File: config.mk
export PLATFORM = sky130hd
export DESIGN_NAME = conv3x3_stream
export DESIGN_NICKNAME = d
export VERILOG_FILES = /design/src/rtl/conv3x3_stream.sv
export SDC_FILE = /design/constraint.sdc
export NUM_CORES = 2
export LEC_CHECK = 0
export ABC_AREA = 0
export BUFFER_PORTS_ARGS = -buffer_cell sky130_fd_sc_hd__clkbuf_2
export CORE_ASPECT_RATIO = 0.75
export CORE_MARGIN = 2
export CORE_UTILIZATION = 45
export CTS_BUF_LIST = sky130_fd_sc_hd__clkbuf_8
export CTS_CLUSTER_SIZE = 24
export DETAILED_ROUTE_END_ITERATION = 12
export HOLD_SLACK_MARGIN = 0.06
export SETUP_SLACK_MARGIN = 0.3
export SYNTH_ARGS = -nofsm -noshare
export SYNTH_HDL_FRONTEND = slang
export SYNTH_SLANG_ARGS = --single-unit
File: constraint.sdc
create_clock -name clk -period 5.15 [get_ports clk]
set_clock_uncertainty 0.2 [all_clocks]
set_input_delay 0.515 -clock clk [delete_from_list [all_inputs] [get_ports clk]]
set_output_delay 0.515 -clock clk [all_outputs]
set_load 0.05 [all_outputs]
File: src/rtl/conv3x3_stream.sv
// 3x3 streaming convolver: one 3-pixel column per valid, runtime signed kernel, saturated pixel out.
// Latency 2 cycles from the window-completing column, no backpressure; `define CONV_ABS_EN takes |sum| before clamping.
module conv3x3_stream #(
   parameter int DATA_WIDTH   = 8,
   parameter int COEF_WIDTH   = 8,
   parameter int KERNEL_WIDTH = 3,
   parameter int IMAGE_WIDTH  = 10,
   parameter int IMAGE_HEIGHT = 10,
   parameter int SHIFT        = 6
) (
   input  logic                  clk,
   input  logic                  reset,
   input  logic                  i_kernel_valid,
   input  logic [COEF_WIDTH-1:0] i_kernel_coef,
   input  logic                  i_valid_data_to_conv,
   input  logic [DATA_WIDTH-1:0] i_to_conv0,
   input  logic [DATA_WIDTH-1:0] i_to_conv1,
   input  logic [DATA_WIDTH-1:0] i_to_conv2,
   output logic [DATA_WIDTH-1:0] o_pixel,
   output logic                  o_valid_pixel,
   output logic                  o_kernel_ready,
   output logic                  o_busy,
   output logic                  o_frame_done
);

   localparam int K     = KERNEL_WIDTH;
   localparam int NTAPS = K * K;
   localparam int PW    = DATA_WIDTH + COEF_WIDTH + 1;
   localparam int SUMW  = PW + 4;
   localparam int CW    = $clog2(IMAGE_WIDTH);
   localparam int RW    = $clog2(IMAGE_HEIGHT);
   localparam int IW    = $clog2(NTAPS);

   localparam logic [CW-1:0]          COL_LAST   = CW'(IMAGE_WIDTH - 1);
   localparam logic [CW-1:0]          COL_FULL   = CW'(2);
   localparam logic [RW-1:0]          STRIP_LAST = RW'(IMAGE_HEIGHT - 3);
   localparam logic [IW-1:0]          IDX_LAST   = IW'(NTAPS - 1);
   localparam logic signed [SUMW-1:0] PIX_MAX    = SUMW'((1 << DATA_WIDTH) - 1);

   typedef enum logic [1:0] {KLOAD, READY, RUN, DRAIN} state_t;

   state_t                       state;
   logic [IW-1:0]                idx;
   logic [CW-1:0]                col_cnt;
   logic [RW-1:0]                strip_cnt;
   logic [1:0]                   drain_cnt;
   logic signed [COEF_WIDTH-1:0] coef [NTAPS];
   logic [DATA_WIDTH-1:0]        win  [K][K];
   logic                         win_vld;
   logic signed [PW-1:0]         prod [NTAPS];
   logic                         prod_vld;

   logic col_take;
   logic col_wrap;
   logic frame_last;

   assign col_take   = i_valid_data_to_conv && (state == READY || state == RUN);
   assign col_wrap   = (col_cnt == COL_LAST);
   assign frame_last = col_take && col_wrap && (strip_cnt == STRIP_LAST);

   always_ff @(posedge clk or negedge reset) begin
      if (!reset) begin
         state          <= KLOAD;
         idx            <= '0;
         col_cnt        <= '0;
         strip_cnt      <= '0;
         drain_cnt      <= '0;
         win_vld        <= 1'b0;
         o_kernel_ready <= 1'b0;
         o_busy         <= 1'b0;
         o_frame_done   <= 1'b0;
         for (int i = 0; i < NTAPS; i++) coef[i] <= '0;
      end else begin
         o_frame_done <= 1'b0;
         win_vld      <= 1'b0;
         case (state)
            KLOAD: begin
               if (i_kernel_valid) begin
                  coef[idx] <= $signed(i_kernel_coef);
                  if (idx == IDX_LAST) begin
                     idx            <= '0;
                     o_kernel_ready <= 1'b1;
                     state          <= READY;
                  end else begin
                     idx <= idx + 1'b1;
                  end
               end
            end
            READY: begin
               if (i_valid_data_to_conv) begin
                  state  <= RUN;
                  o_busy <= 1'b1;
               end else if (i_kernel_valid) begin
                  state          <= KLOAD;
                  idx            <= '0;
                  o_kernel_ready <= 1'b0;
               end
            end
            RUN: begin
               if (frame_last) begin
                  state     <= DRAIN;
                  drain_cnt <= '0;
               end
            end
            DRAIN: begin
               // Two pipeline stages still hold the final pixel; finish one cycle after it leaves.
               if (drain_cnt == 2'd2) begin
                  state        <= READY;
                  o_busy       <= 1'b0;
                  o_frame_done <= 1'b1;
               end else begin
                  drain_cnt <= drain_cnt + 1'b1;
               end
            end
            default: state <= KLOAD;
         endcase

         if (col_take) begin
            win_vld <= (col_cnt >= COL_FULL);
            if (col_wrap) begin
               col_cnt   <= '0;
               strip_cnt <= (strip_cnt == STRIP_LAST) ? '0 : strip_cnt + 1'b1;
            end else begin
               col_cnt <= col_cnt + 1'b1;
            end
         end
      end
   end

   // Window indexed [column][row]; column 0 is the oldest (leftmost).
   always_ff @(posedge clk or negedge reset) begin
      if (!reset) begin
         for (int c = 0; c < K; c++)
            for (int r = 0; r < K; r++) win[c][r] <= '0;
      end else if (col_take) begin
         win[0]    <= win[1];
         win[1]    <= win[2];
         win[2][0] <= i_to_conv0;
         win[2][1] <= i_to_conv1;
         win[2][2] <= i_to_conv2;
      end
   end

   always_ff @(posedge clk or negedge reset) begin
      if (!reset) begin
         prod_vld <= 1'b0;
         for (int i = 0; i < NTAPS; i++) prod[i] <= '0;
      end else begin
         prod_vld <= win_vld;
         if (win_vld) begin
            for (int r = 0; r < K; r++)
               for (int c = 0; c < K; c++)
                  prod[r*K+c] <= PW'($signed({1'b0, win[c][r]})) * PW'(coef[r*K+c]);
         end
      end
   end

   logic signed [SUMW-1:0] sum;
   logic signed [SUMW-1:0] shifted;
   logic signed [SUMW-1:0] mag;
   logic [DATA_WIDTH-1:0]  pix_sat;

   always_comb begin
      sum = '0;
      for (int i = 0; i < NTAPS; i++) sum = sum + SUMW'(prod[i]);
      shifted = sum >>> SHIFT;
`ifdef CONV_ABS_EN
      mag = shifted[SUMW-1] ? -shifted : shifted;
`else
      mag = shifted;
`endif
      if (mag[SUMW-1])
         pix_sat = '0;
      else if (mag > PIX_MAX)
         pix_sat = '1;
      else
         pix_sat = mag[DATA_WIDTH-1:0];
   end

   always_ff @(posedge clk or negedge reset) begin
      if (!reset) begin
         o_pixel       <= '0;
         o_valid_pixel <= 1'b0;
      end else begin
         o_valid_pixel <= prod_vld;
         if (prod_vld) o_pixel <= pix_sat;
      end
   end

endmodule
# Word level (Yosys, flattened, before mapping)
# Cells that the tools add are included.
[totals] word_cells=130 input_bits=36 regBits=327 output_inout_bits=12
[op_classes] multipliers=9 n_eq_ne=16 n_bitwise=1 order_cmp=4 muxes=33 add_sub_neg=12 reduce_logical=16
[ops] cell="$mul A9 B8 Y17" count=9
[ops] cell="$add A21 B17 Y21" count=4
[ops] cell="$bwmux W72" count=1
[ops] cell="$demux W8 S4" count=1
[ops] cell="$mux W4" count=6
[ops] cell="$mux W8" count=3
[ops] cell="$add A20 B17 Y21" count=1
[ops] cell="$add A19 B17 Y20" count=1
[ops] cell="$add A18 B17 Y19" count=1
[ops] cell="$add A17 B17 Y18" count=1
[ops] cell="$mux W2" count=8
[ops] cell="$ne A2 B2 Y1 const B" count=8
[ops] cell="$gt A15 B9 Y1 const B" count=1
[ops] cell="$add A4 B1 Y4 const B" count=3
[ops] cell="$reduce_and A5 Y1" count=2
[ops] cell="$mux W1" count=9
[ops] cell="$eq A4 B4 Y1 const B" count=2
[ops] cell="$pmux W2 S4" count=1
[ops] cell="$pmux W4 S2" count=1
[ops] cell="$eq A2 B2 Y1 const B" count=3
[ops] cell="$reduce_and A3 Y1" count=2
[ops] cell="$reduce_bool A2 Y1" count=3
[ops] cell="$ge A5 B5 Y1 const B" count=1
[ops] cell="$lt A5 B1 Y1 const B" count=1
[ops] cell="other kinds (13)" count=18

# Depth between registers and ports, before layout
[logic_depth] word_depth=11 mapped_depth=19 ltp_nobuf=18

# Worst setup path after synthesis
# No wires, ideal clock.
[synth_path] path_kind="register to register" from="register prod[5] (netlist bit)" to="register o_pixel[1]" required_ns=4.798 path_stages_with_launch=17 t_arrival_ns=4.442 setup_slack_ns=0.356 cell_sequence="dfrtp_1 > inv_1 > fa_1 > inv_1 > fa_1 > fa_1 > fa_1 > ha_1 > and4bb_1 > a41oi_1 > a21bo_1 > a31o_1 > o211a_4 > or3_1 > clkbuf_2 > a211oi_1 > a211oi_1"
[synth_between] elab_chain_len=4
[synth_lines] item="from (decl)" line_no="50" source="logic signed [PW-1:0] prod [NTAPS];"
[synth_lines] item="from (signal, indexed assignment)" line_no="153" source="prod[r*K+c] <= PW'($signed({1'b0, win[c][r]})) * PW'(coef[r*K+c]);"
[synth_lines] item="$add A21 B17 Y21 (*)" line_no="165" source="for (int i = 0; i < NTAPS; i++) sum = sum + SUMW'(prod[i]);"
[synth_lines] item="$gt A15 B9 Y1" line_no="174" source="else if (mag > PIX_MAX)"
[synth_lines] item="$mux W8" line_no="174"
[synth_lines] item="$mux W8 (*)" line_no="172" source="if (mag[SUMW-1])"
[synth_lines] item="to (signal assigned)" line_no="186" source="if (prod_vld) o_pixel <= pix_sat;"
[synth_lines] item="to (decl)" line_no="19" source="output logic [DATA_WIDTH-1:0] o_pixel,"
# Every way passes the cells marked *; elsewhere a longest branch is shown, timed or not.
# A chain may end at the register's enable or synchronous reset.

# Final worst setup path
[layout_path] from="register prod[5] (netlist bit)" to="register o_pixel[5]"
# The elaborated chain is that of the path after synthesis.

==> summary.txt <==
Worst setup path
  – Critical path's largest stage delay: 0.55 ns
  – Startpoint type of the worst setup path: flip-flop
  – Buffers & Inverters on Critical Path: 2
  – Worst Setup Path Type: flip-flop to flip-flop
  – Worst endpoint data arrival time: between 5 and 6 ns
  – Critical path cell sequence: inv_1 > fa_1 > inv_1 > fa_1 > fa_1 > fa_1 > ha_1 > and4bb_1 > a41oi_2 > a21bo_2 > a31o_4 > o211a_4 > or3_4 > a211oi_2 > a211oi_2
  – Required arrival time at the worst endpoint: between 5 and 6 ns
  – Top delay family on crit path: adder cells
  – Critical path's most frequent cell: sky130_fd_sc_hd__fa_1
  – Critical path capture point type: flip-flop
  – Worst-path cell with the longest stage delay: sky130_fd_sc_hd__fa_1
  – Highest net fanout along the worst path: 7

Final layout
  – Area occupied by registers: 8310 sq um
  – Non-filler instance count after layout: 4786
  – Layout overhead on the synthesized area: 12.6%
  – Share of post-route cells with drive strength above 1: 0.184
  – Util after Layout: 0.510
  – Area of the multi-input gates: 25000 sq um
  – # nets final: 4600
  – Count of filler cells inserted in the layout: 7255

Global routing
  – Global-route total usage across every layer: 0.220
  – Largest net degree at the start of global routing: between 100 and 150
  – Number of global-route vias before repair: 24300
  – Initial antenna violation count: 5
  – Grt ovf: 0
  – Global-route wire length before repair: around 140 mm

Timing
  – Worst slew margin: 0.318
  – Setup TNS: 0 ns
  – Unrepaired setup endpoints after global routing: true
  – Hold Violations, Final: 0
  – Slew Viols, Final: 0
  – Actual transition at the worst max-transition pin: 1.02 ns
  – Share of the cycle needed by the critical path after routing: 0.971
  – Peak clock frequency supported by timing: 200 MHz
  – Tmin final: between 5 and 6 ns
  – Final setup fails: 0

Synthesis
  – Yosys synthesis warning count: 0
  – EDFF count, synth: 0
  – Share of the synthesized area in the top cell type: 0.256
  – Async set or reset register ratio after synthesis: 1.00
  – Gate count of the mapped netlist: 3511
  – Cell with the most instances after synthesis: sky130_fd_sc_hd__inv_1
  – Synthesized flop and latch total: 327
  – Synthesized area divided by synthesized cell count: 10.1 sq um
  – Synth Cell Area: around 36000 sq um
  – Unique masters post-synth: 53
  – Largest cells by area after synthesis: sky130_fd_sc_hd__fa_1, sky130_fd_sc_hd__dfrtp_1, sky130_fd_sc_hd__ha_1
  – Proportion of synthesized chip area in sequential cells: 0.230
  – Top FF cell, synth: sky130_fd_sc_hd__dfrtp_1
  – Cell types with the highest counts after synthesis: sky130_fd_sc_hd__inv_1, sky130_fd_sc_hd__fa_1, sky130_fd_sc_hd__ha_1, sky130_fd_sc_hd__and2_1, sky130_fd_sc_hd__dfrtp_1
  – Cell type contributing the most total cell area after synthesis: sky130_fd_sc_hd__fa_1
  – Post-synthesis net count: 4417

Drt
  – Number of detailed-route iterations in the first pass: 5
  – Final antenna-violating net count: 0
  – Vias after detailed routing: about 24000
  – Count of routing violations after the opening detailed-route iteration: 1281
  – Vias per cell: 5.01
  – Post-detailed-routing wire length: 86.5 mm
  – Drt drc: 0
  – Wirelength per Cell: 18.1 microns

Die
  – Initial core utilization: 0.453
  – Die Span Y: 247 microns
  – Boundary pin count: 48
  – Chip Width: 328 microns
  – Floorplan die area: a little over 80000 sq um
  – Core Area: about 78000 sq um
  – Std-Cell Rows: 89

Clocking
  – Root buffer cell: sky130_fd_sc_hd__clkbuf_8
  – Number of H-tree levels: 2
  – Clock slew at the register clock pins of the worst setup and hold paths: 0.07 ns
  – Number of clock sinks seen by CTS: 327
  – TritonCTS Buffers: 61
  – Clock tree from TritonCTS: yes
  – Later-pin clock latency in the skew report: 0.73 ns
  – Max Buffers Root-to-Sink: 3

Outcome
  – Outcome: finished, final reports clean

Placement
  – Placer's final routability congestion estimate: between 0.8 and 0.9
  – Half-perimeter wire length after placement: 68.0 mm
  – Number of placed cells counting well taps: 4588
  – Port Buf Inserts: 47

Worst hold path
  – Tightest Hold Check Type: input pin to asynchronous set/reset pin

Flow run
  – Max capacitance violation total: 0
[state kept, by name (all words and copies together), names as in the netlist, 2 cells and up]
name / count
o_pixel: 8
drain_cnt: 2
idx: 4
strip_cnt: 4
state: 2
coef: 72
col_cnt: 4
prod: 153
win: 72
[metal layers]
layer | vias to the layer above | wire length [microns] | track usage
met5 | - | 0 | 0
met4 | 0 | 1190 | 0.0392
met3 | 68 | 4510 | 0.0397
met2 | 392 | 36300 | 0.321
met1 | 12000 | 44500 | 0.340
li1 | 11500 | - | -
[metrics by stage]
step | worst slack [ns] | area [sq um] | hold WS, ns
after global routing | 0.00398 | 40000 | 0.249
after CTS | 0.181 | 39000 | 0.207
after floorplan | 0.356 | 35500 | 0.0194
final | 0.149 | 40000 | 0.228
after global placement | 0.0736 | 37300 | 0.290
after detailed placement | 0.0254 | 37300 | 0.292
[cell usage in the layout, fill, tap and decap left out, drive strengths merged, types with 76 or more instances in the layout]
master / instances
mux2: 215
dfrtp: 327
nand2: 279
ha: 416
fa: 454
xnor2: 76
and2: 334
clkbuf: 119
o21ai: 105
nor2: 77
buf: 121
inv: 707
[cell type report]
type / instances / area share
inverter: 693 / 0.0651
sequential: 327 / 0.208
timing repair buffer: 196 / 0.0374
tap: 1046 / 0.0328
clock inverter: 36 / 0.00695
multi-input combinational: 2415 / 0.625
antenna: 1 / 0.0000626
clock buffer: 72 / 0.0248
[what timing repair did]
item / 4_1_cts / 5_1_grt
pin swaps: 14 / 70
resized for setup: 42 / 168
endpoints found under the setup margin: 20 / 48
endpoints found under the hold margin: 120 / 0
setup buffers: 3 / 59
hold buffers: 27 / 0
[logic make-up (layout without fill, tap and decap cells)]
logic type               after synthesis  in the layout  share of synthesized area
flip-flops                           327            327                      0.230
XOR/XNOR                             107            107                     0.0264
other                                  0              1                          0
AND/OR/NAND/NOR                      885            885                      0.129
adder cells (fa/ha/maj)              870            870                      0.403
multiplexers                         243            243                     0.0761
AO/OA/AOI/OAI                        310            310                     0.0545
buffers and inverters                769            997                     0.0813
[worst reg2reg max path: stages, from the launching register on]
cell,delay (ns)
sky130_fd_sc_hd__dfrtp_1,0.33
sky130_fd_sc_hd__inv_1,0.06
sky130_fd_sc_hd__fa_1,0.54
sky130_fd_sc_hd__inv_1,0.06
sky130_fd_sc_hd__fa_1,0.55
sky130_fd_sc_hd__fa_1,0.43
sky130_fd_sc_hd__fa_1,0.45
sky130_fd_sc_hd__ha_1,0.31
sky130_fd_sc_hd__and4bb_1,0.21
sky130_fd_sc_hd__a41oi_2,0.11
sky130_fd_sc_hd__a21bo_2,0.25
sky130_fd_sc_hd__a31o_4,0.26
sky130_fd_sc_hd__o211a_4,0.29
sky130_fd_sc_hd__or3_4,0.41
sky130_fd_sc_hd__a211oi_2,0.26
sky130_fd_sc_hd__a211oi_2,0.11
[worst paths after layout]
| kind | from | to | slack, ns | cells after the start |
|---|---|---|---|---|
| min | reset | strip_cnt[2] | 0.23 | 2 |
| min reg2reg | col_cnt[0] | col_cnt[0] | 0.30 | 1 |
| max | prod[5] | o_pixel[5] | 0.15 | 15 |
| max in group asynchronous | reset | win[68] | 3.28 | 3 |
| max reg2reg | prod[5] | o_pixel[5] | 0.15 | 15 |
| min in group clk | i_kernel_coef[7] | coef[15] | 0.29 | 3 |
Power is left out: the tool's default activity adds up to more than one toggle a clock period on the data nets, which glitch-free logic cannot reach.
